===== config.mk =====
export PLATFORM = sky130hd
export DESIGN_NAME = seq_detector_1011_flat
export DESIGN_NICKNAME = d
export VERILOG_FILES = /design/src/rtl/seq_det_pkg.sv /design/src/rtl/seq_detector_1011_if.sv /design/src/rtl/sat_counter.sv /design/src/rtl/seq_detector_1011.sv /design/src/flat_wrapper.sv
export SDC_FILE = /design/constraint.sdc
export NUM_CORES = 1
export LEC_CHECK = 0
export ABC_AREA = 1
export BUFFER_PORTS_ARGS = -buffer_cell sky130_fd_sc_hd__buf_2
export CAP_MARGIN = 30
export CORE_MARGIN = 4
export CORE_UTILIZATION = 50
export CTS_BUF_LIST = sky130_fd_sc_hd__clkbuf_4 sky130_fd_sc_hd__clkbuf_8
export CTS_CLUSTER_SIZE = 30
export DETAILED_ROUTE_END_ITERATION = 10
export PLACE_DENSITY_LB_ADDON = 0.1
export SYNTH_ARGS = -nofsm -noshare
export SYNTH_HDL_FRONTEND = slang
export SYNTH_SLANG_ARGS = --single-unit

===== constraint.sdc =====
create_clock -name CLK -period 1.4 [get_ports CLK]
set_input_delay 0.28 -clock CLK [delete_from_list [all_inputs] [get_ports CLK]]
set_output_delay 0.28 -clock CLK [all_outputs]
set_load 0.05 [all_outputs]

===== src/rtl/seq_det_pkg.sv =====
// Shared definitions for the 1011 serial pattern detector.
// Latency: n/a (types and constants only).
// Backpressure: n/a.
package seq_det_pkg;

    localparam int STATE_W = 3;

    // Pattern recognised, MSB first on the serial stream.
    localparam logic [3:0] PATTERN = 4'b1011;

    // FSM state encodings are visible on the STATE debug/LED output, so
    // they are fixed explicitly rather than left to the tool.
    typedef enum logic [STATE_W-1:0] {
        S0    = 3'd0,   // no useful prefix
        S1    = 3'd1,   // seen "1"
        S10   = 3'd2,   // seen "10"
        S101  = 3'd3,   // seen "101"
        S1011 = 3'd4    // full match
    } state_e;

    // True for the five legal encodings; 5..7 are recovery-only.
    function automatic logic state_is_legal(input logic [STATE_W-1:0] s);
        return (s <= 3'd4);
    endfunction

endpackage


===== src/rtl/seq_detector_1011_if.sv =====
// Stream-in / status-out bundle between the bit source and the detector.
// Latency: n/a (wiring only).
// Backpressure: none; EN qualifies each bit, the detector always accepts.
interface seq_detector_1011_if #(
    parameter int CNT_W = 8
);
    // Stream side: driven by the upstream flip-flop / control logic.
    logic                              EN;
    logic                              DIN;
    logic                              CLR;

    // Status side: driven by the detector, all straight from flops.
    logic                              DET;
    logic [CNT_W-1:0]                  COUNT;
    logic [seq_det_pkg::STATE_W-1:0]   STATE;

    modport master (
        output EN,
        output DIN,
        output CLR,
        input  DET,
        input  COUNT,
        input  STATE
    );

    modport slave (
        input  EN,
        input  DIN,
        input  CLR,
        output DET,
        output COUNT,
        output STATE
    );

endinterface


===== src/rtl/sat_counter.sv =====
// Saturating match counter with synchronous clear.
// Latency: COUNT updates on the edge INC/CLR is sampled.
// Backpressure: none; at all-ones further INCs are dropped, CLR beats INC.
module sat_counter #(
    parameter int CNT_W = 8
) (
    input  logic             CLK,
    input  logic             RST,
    input  logic             CLR,
    input  logic             INC,
    output logic [CNT_W-1:0] COUNT
);

    logic [CNT_W-1:0] cnt_q;
    logic [CNT_W-1:0] cnt_d;
    logic             at_max;

    assign at_max = (cnt_q == {CNT_W{1'b1}});

    // Next count: clear wins, otherwise increment unless already saturated.
    always_comb begin
        cnt_d = cnt_q;
        if (CLR) begin
            cnt_d = '0;
        end else if (INC && !at_max) begin
            cnt_d = cnt_q + 1'b1;
        end
    end

    // Count register with synchronous active-low reset.
    always_ff @(posedge CLK) begin
        if (!RST) begin
            cnt_q <= '0;
        end else begin
            cnt_q <= cnt_d;
        end
    end

    assign COUNT = cnt_q;

endmodule


===== src/rtl/seq_detector_1011.sv =====
// Moore FSM spotting 1011 on a qualified serial stream, with match counter.
// Latency: DET/COUNT valid from the edge sampling the final '1' for one cycle.
// Backpressure: none; EN=0 freezes the FSM and forces DET low next edge.
module seq_detector_1011
    import seq_det_pkg::*;
#(
    parameter int OVERLAP = 1,
    parameter int CNT_W   = 8
) (
    input  logic                 CLK,
    input  logic                 RST,
    seq_detector_1011_if.slave   bus
);

    state_e           state_q;
    state_e           state_d;
    logic             det_q;
    logic             det_d;
    logic [CNT_W-1:0] count_w;

    // Where to go after a completed match: with overlap the trailing "1"
    // or "10" of 1011 is reused as the start of the next pattern.
    state_e after_match_0;
    assign after_match_0 = (OVERLAP != 0) ? S10 : S0;

    // Next-state and detect decode; illegal encodings fall back to S0.
    always_comb begin
        state_d = state_q;
        det_d   = 1'b0;
        if (!state_is_legal(state_q)) begin
            state_d = S0;
        end else if (bus.EN) begin
            case (state_q)
                S0:      state_d = bus.DIN ? S1    : S0;
                S1:      state_d = bus.DIN ? S1    : S10;
                S10:     state_d = bus.DIN ? S101  : S0;
                S101:    state_d = bus.DIN ? S1011 : S10;
                S1011:   state_d = bus.DIN ? S1    : after_match_0;
                default: state_d = S0;
            endcase
            det_d = (state_d == S1011);
        end
    end

    // State and detect-pulse registers, synchronous active-low reset.
    always_ff @(posedge CLK) begin
        if (!RST) begin
            state_q <= S0;
            det_q   <= 1'b0;
        end else begin
            state_q <= state_d;
            det_q   <= det_d;
        end
    end

    // Counter bumps on the same edge that raises DET.
    sat_counter #(
        .CNT_W (CNT_W)
    ) u_sat_counter (
        .CLK   (CLK),
        .RST   (RST),
        .CLR   (bus.CLR),
        .INC   (det_d),
        .COUNT (count_w)
    );

    assign bus.DET   = det_q;
    assign bus.STATE = state_q;
    assign bus.COUNT = count_w;

endmodule


===== src/flat_wrapper.sv =====
// flat-port wrapper written by rule: the top's interface ports become plain ports
module seq_detector_1011_flat import seq_det_pkg::*;
#(
    parameter int OVERLAP = 1,
    parameter int CNT_W   = 8
)
  (CLK, RST, bus_EN, bus_DIN, bus_CLR, bus_DET, bus_COUNT, bus_STATE);
  seq_detector_1011_if #(.CNT_W(CNT_W)) bus_i ();
  input  logic CLK;
  input  logic RST;
  input wire logic [$bits(bus_i.EN)-1:0] bus_EN;
  input wire logic [$bits(bus_i.DIN)-1:0] bus_DIN;
  input wire logic [$bits(bus_i.CLR)-1:0] bus_CLR;
  output wire logic [$bits(bus_i.DET)-1:0] bus_DET;
  output wire logic [$bits(bus_i.COUNT)-1:0] bus_COUNT;
  output wire logic [$bits(bus_i.STATE)-1:0] bus_STATE;
  assign bus_i.EN = bus_EN;
  assign bus_i.DIN = bus_DIN;
  assign bus_i.CLR = bus_CLR;
  assign bus_DET = bus_i.DET;
  assign bus_COUNT = bus_i.COUNT;
  assign bus_STATE = bus_i.STATE;
  seq_detector_1011 #(.OVERLAP(OVERLAP), .CNT_W(CNT_W)) u_core (.CLK(CLK), .RST(RST), .bus(bus_i));
endmodule

==> flow_summary.json, run 1 <==
{
  "status": "finished, final reports clean",
  "root_buffer": "clkbuf_4",
  "rows": 12,
  "required_ns": 1.12,
  "cp_num_buf_inv": 1,
  "ys_seq_elements": 12,
  "syn_area_per_cell_um2": 7.17,
  "postCtsSetupBuffers": 0,
  "die_width_um": 44.5,
  "post_dp_cell_area_um2": 777,
  "fin_setup_tns_ns": 0,
  "period_share": 0.928,
  "post-route-util": 0.677,
  "synth_largest_area_cell": "dfxtp_1",
  "slowest_stage": "dfxtp_1",
  "num_vias": 620,
  "cts.sinks": 12,
  "grt_overflow": 0,
  "rrSetupSlack_ns": 0.12,
  "cp_cell_sequence": "buf_2",
  "finalWirelength_mm": 1.30,
  "drt_pre_antenna_iters": 4,
  "grtUsageTotal": 0.152,
  "power_density_nw_per_um2": 748,
  "start_util": 0.562,
  "slew_headroom": 0.725,
  "die_area_um2": 1980,
  "layout-drive-gt1-share": 0.372,
  "nets": 120,
  "grt_pass1_wl_mm": 2.22,
  "final_common_cell": "nand2_1",
  "finalSetupViolCount": 0,
  "antennaDiodeCount": 0,
  "core_um2": 1190,
  "fp.dieH_um": 44.5,
  "cts_tree": "yes",
  "crit_arrival_ns": 1.02,
  "cp_max_fo": 6,
  "synthCells": 93,
  "seq_area_frac_synth": 0.360,
  "yosysWarningCount": 0,
  "endpoint_kind": "output port",
  "synth_top_area_frac": 0.360,
  "clk_latency_ns": 0.27,
  "r2r-start": "u_core.u_sat_counter.COUNT[0]",
  "fin_crit_ns": 1.30,
  "dp_cells": 123,
  "ant_nets": 0,
  "num_io_pins": 17,
  "grt_max_degree": 8,
  "leakagePower_uw": 0.000381,
  "rsz0062_at_grt": "false",
  "synth_nets": 99,
  "stdcell_count": 127,
  "cts_buffer_depth": 2,
  "worstSetupStartpoint": "u_core.u_sat_counter.COUNT[4]",
  "final_max_slew_viol_count": 0,
  "finalHoldViolations": 0,
  "synth.area.top_cells": "dfxtp_1, nand2_1, nor2_1",
  "wire_per_inst_um": 10.3,
  "drt_iter0_markers": 7,
  "vias_per_cell": 4.88,
  "crit_family": "flip-flops",
  "tightest_slew_ns": 0.411,
  "drc_errors": 0,
  "min_from": "RST",
  "max_stage_delay_ns": 0.44,
  "place.gp.congestion": 0.802,
  "cts_buffers": 3,
  "cts_resized": 0,
  "ctsHoldBuffers": 0,
  "skew_ns": 0.00306,
  "max_freq_ghz": 0.770,
  "path_clk_slew_ns": 0.08,
  "start_kind": "register",
  "design_area_um2": 803,
  "antenna_found_initial": 0,
  "grt_pass1_vias": 521,
  "area_delta_synth_final_pct": 20.5,
  "final_cell_mix": "nand2_1, buf_2, nor2_1",
  "io_buffer_count": 16,
  "syn_area_um2": 667,
  "min_path_type": "in2reg",
  "yosys.cell_types.count": 20,
  "criticalPathCategory": "reg2out",
  "peakVddDrop_mv": 0.571,
  "post-dp-hpwl_mm": 1.04,
  "cts-htree-levels": 1,
  "maxCapViolCount": 0
}
## final timing paths
path                            cells past startpoint                            end
worst min-delay path                                3                 u_core.bus.DET
worst max register to register                      9  u_core.u_sat_counter.COUNT[0]
worst max-delay path                                1                   bus_COUNT[4]
worst min register to register                      2  u_core.u_sat_counter.COUNT[2]
## cell families after synthesis
| kind of cell | share of synthesized area |
|---|---|
| and+or+nand+nor | 0.401 |
| buffers and inverters | 0.0825 |
| DFF | 0.360 |
| AOI/OAI and AO/OA | 0.0976 |
| xor gates and xnor gates | 0.0394 |
| adders and majority gates | 0.0188 |
## through the flow
stage / hold WS, ns / worst slack (ns) / power (uW)
4_1_cts: 0.248 / 0.0866 / 609
5_1_grt: 0.261 / 0.0339 / 629
6_report: 0.252 / 0.101 / 601
2_1_floorplan: 0.414 / 0.00338 / 374
3_3_place_gp: 0.488 / 0.181 / 386
3_5_place_dp: 0.496 / 0.153 / 386
## synth_stat cells, drive strengths merged
library cell and instances:
o21ai 3, nor2 19, nand4 2, xor2 3, ha 1, inv 14
nand3 6, nand2 24, a21oi 7, o211ai 1, dfxtp 12, or2 1
## routing by layer
| layer | part of all wire | wire length, um | global-route usage | vias up |
|---|---|---|---|---|
| li1 | - | - | - | 331 |
| met1 | 0.47 | 617 | 0.212 | 271 |
| met2 | 0.45 | 583 | 0.212 | 13 |
| met3 | 0.056 | 73 | 0.0407 | 5 |
| met4 | 0.022 | 29 | 0.0723 | 0 |
| met5 | 0 | 0 | 0 | - |
## registers in the layout, indices dropped and copies added (netlist names)
register and flops:
u_core.bus.DET 1, u_core.bus.STATE 3, u_core.u_sat_counter.COUNT 8
## power by group
group	switching [uW]	total [uW]	internal (uW)
registers	3.06	343	340
logic	24.3	35.4	11.0
clock network	120	223	103
total	147	601	454
## area by class of cell
cell class | count | area [um^2]
fillers | 113 | 383
multi-input cells | 67 | 372
flip-flops and latches | 12 | 253
repair buffers | 16 | 80.1
inverters | 14 | 55.1
clock buffers | 3 | 22.5
well taps | 14 | 17.5
clock inverters | 1 | 3.75
(Power assumes the default switching activity.)
==> inputs of run 2 (changes only) <==
--- a/config.mk
+++ b/config.mk
@@ -9,7 +9,7 @@
 export BUFFER_PORTS_ARGS = -buffer_cell sky130_fd_sc_hd__buf_2
 export CAP_MARGIN = 30
 export CORE_MARGIN = 4
-export CORE_UTILIZATION = 50
+export CORE_UTILIZATION = 48
 export CTS_BUF_LIST = sky130_fd_sc_hd__clkbuf_4 sky130_fd_sc_hd__clkbuf_8
 export CTS_CLUSTER_SIZE = 30
 export DETAILED_ROUTE_END_ITERATION = 10
==> constraint.sdc (replaced) <==
create_clock -name CLK -period 1.1 [get_ports CLK]
set_input_delay 0.22 -clock CLK [delete_from_list [all_inputs] [get_ports CLK]]
set_output_delay 0.22 -clock CLK [all_outputs]
set_load 0.05 [all_outputs]
==> run 2 against run 1 <==
  * The run now ends with setup timing left
  * Clock power up 43%
  * Non-clock buffer count up 15
  * Core utilization up 20 points
  * Worst setup slack got worse by 0.25 ns
  * Clock skew grew 0.0032 ns
  * Combinational power rose by 75%
  * Register-to-register slack got worse by 0.27 ns
  * Critical path depth is 2 higher
  * Total power rose by 35%
  * Cell count up 13%
  * First-iteration DRC count rose by 29%
==> flow_summary.json, run 2 (synthesis gave the netlist of run 1 again) <==
{
  "status": "complete, but fails checks",
  "violations": "setup timing",
  "timing.rr.end": "u_core.u_sat_counter.COUNT[4]",
  "p_switching_uw": 197,
  "final_cell_mix": "nand2_1, nor2_1, buf_4",
  "finalHoldViolations": 0,
  "io_buffer_count": 16,
  "grtUsageTotal": 0.195,
  "slowest_stage": "dfxtp_4",
  "num_io_pins": 17,
  "max_freq_ghz": 0.802,
  "fp.dieH_um": 45.3,
  "antennaDiodeCount": 0,
  "core_um2": 1300,
  "layout-drive-gt1-share": 0.602,
  "fillCellCount": 71,
  "post-dp-hpwl_mm": 1.22,
  "slew_headroom": 0.809,
  "cp_max_fo": 3,
  "multi_input_area_um2": 450,
  "leakagePower_uw": 0.000510,
  "criticalPathCategory": "reg2out",
  "finalWirelength_mm": 1.93,
  "start_util": 0.513,
  "rows": 13,
  "cts_buffer_depth": 2,
  "peakVddDrop_mv": 0.821,
  "nets": 135,
  "power_density_nw_per_um2": 712,
  "p_total_uw": 811,
  "rsz0062_at_grt": "true",
  "grt_pass1_wl_mm": 2.88,
  "start_kind": "register",
  "skew_ns": 0.00629,
  "ant_nets": 0,
  "cts-htree-levels": 1,
  "root_buffer": "clkbuf_4",
  "netSwitchingFraction": 0.243,
  "holdPathStages": 3,
  "drt_pre_antenna_iters": 4,
  "final_max_slew_viol_count": 0,
  "die_area_um2": 2050,
  "place.gp.congestion": 0.758,
  "cts_tree": "yes",
  "p_comb_frac": 0.076,
  "fin_setup_tns_ns": -0.929,
  "grt_overflow": 0,
  "maxCapViolCount": 0,
  "required_ns": 0.88,
  "fin_crit_ns": 1.25,
  "min_path_type": "in2reg",
  "drt_iter0_markers": 9,
  "area_delta_synth_final_pct": 70.9,
  "drc_errors": 0,
  "max_stage_delay_ns": 0.36,
  "grt_max_degree": 8,
  "path_clk_slew_ns": 0.08,
  "cp_cell_sequence": "buf_4 -> buf_6 -> buf_8",
  "cts_buffers": 3,
  "vias_per_cell": 5.16,
  "p_seq_frac": 0.530,
  "finalSetupViolCount": 11,
  "wire_per_inst_um": 13.5,
  "cts.sinks": 12,
  "grt_pass1_vias": 698,
  "seqCellArea_um2": 269,
  "clockPowerShare": 0.394,
  "internal-power_uw": 614,
  "min_from": "RST",
  "r2r-start": "u_core.u_sat_counter.COUNT[0]",
  "largest_reg_flops": 8,
  "final_common_cell": "nand2_1",
  "worst_slack_ns": -0.147,
  "num_vias": 738,
  "clk_latency_ns": 0.28,
  "whs_endpoint": "u_core.bus.DET",
  "die_width_um": 45.3,
  "rr_worst_depth": 6,
  "antenna_found_initial": 0,
  "tightest_slew_ns": 0.286,
  "crit_arrival_ns": 1.03,
  "period_share": 1.13,
  "rrSetupSlack_ns": -0.15,
  "whs_ns": 0.205,
  "endpoint_kind": "output port"
}
## run 2: changes by cell type in the layout (fill, tap and decap cells not counted), sizes merged
cell    before  now
clkinv       1    0
buf         16   30
clkbuf       3    5
## run 2: per-stage QoR
| step | std cells | setup slack [ns] | instance area, um^2 | util |
|---|---|---|---|---|
| floorplan | 93 | -0.151 | 718 | - |
| global placement | 131 | -0.0584 | 870 | 0.668 |
| detailed placement | 131 | -0.0980 | 870 | 0.668 |
| CTS | 137 | -0.0937 | 986 | 0.758 |
| global route | 143 | -0.207 | 1140 | 0.876 |
| finish | 143 | -0.147 | 1140 | 0.876 |
## run 2: layer usage
layer / up-vias / share of wire / wire length, um / global-route usage
met5: - / 0 / 0 / 0
met4: 0 / 0.024 / 46 / 0.123
met3: 5 / 0.045 / 87 / 0.0239
met2: 21 / 0.52 / 1010 / 0.305
met1: 353 / 0.41 / 788 / 0.251
li1: 359 / - / - / -
## run 2: area by class of cell
| cell class | count | share of cell area |
|---|---|---|
| Clock buffer | 4 | 0.0263 |
| Inverter | 14 | 0.0527 |
| Multi-Input combinational cell | 67 | 0.395 |
| Sequential cell | 12 | 0.236 |
| Tap cell | 15 | 0.0165 |
| Timing Repair Buffer | 31 | 0.273 |
## run 2: worst max path at each step
stage                                       start                            end  slack [ns]
floorplan           u_core.u_sat_counter.COUNT[0]  u_core.u_sat_counter.COUNT[1]       -0.15
global placement    u_core.u_sat_counter.COUNT[0]  u_core.u_sat_counter.COUNT[1]       -0.06
detailed placement  u_core.u_sat_counter.COUNT[0]  u_core.u_sat_counter.COUNT[0]        -0.1
CTS                 u_core.u_sat_counter.COUNT[0]  u_core.u_sat_counter.COUNT[4]       -0.09
global route        u_core.u_sat_counter.COUNT[1]  u_core.u_sat_counter.COUNT[4]       -0.21
finish              u_core.u_sat_counter.COUNT[1]                   bus_COUNT[1]       -0.15
## run 2: timing repair
action / in CTS / in global routing
pin swaps: 0 / 9
hold buffers: 0 / 0
gates cloned: 0 / 0
endpoints found under the setup margin: 17 / 20
resized for setup: 24 / 24
setup buffers: 2 / 7
## run 2: power groups by stage
| stage | Sequential (uW) | Clock (uW) | Combinational, uW |
|---|---|---|---|
| 4_1_cts | 428 | 329 | 56.4 |
| 6_report | 430 | 320 | 61.9 |
| 3_3_place_gp | 438 | 0 | 49.6 |
| 5_1_grt | 430 | 345 | 66.6 |
| 3_5_place_dp | 438 | 0 | 50.7 |
| 2_1_floorplan | 448 | 0 | 19.5 |
## run 2: critical path: cells and delay by family (launching register included)
| family | cells | cell delay, ns |
|---|---|---|
| buffers and inverters | 3 | 0.38 |
| flip-flops | 1 | 0.36 |
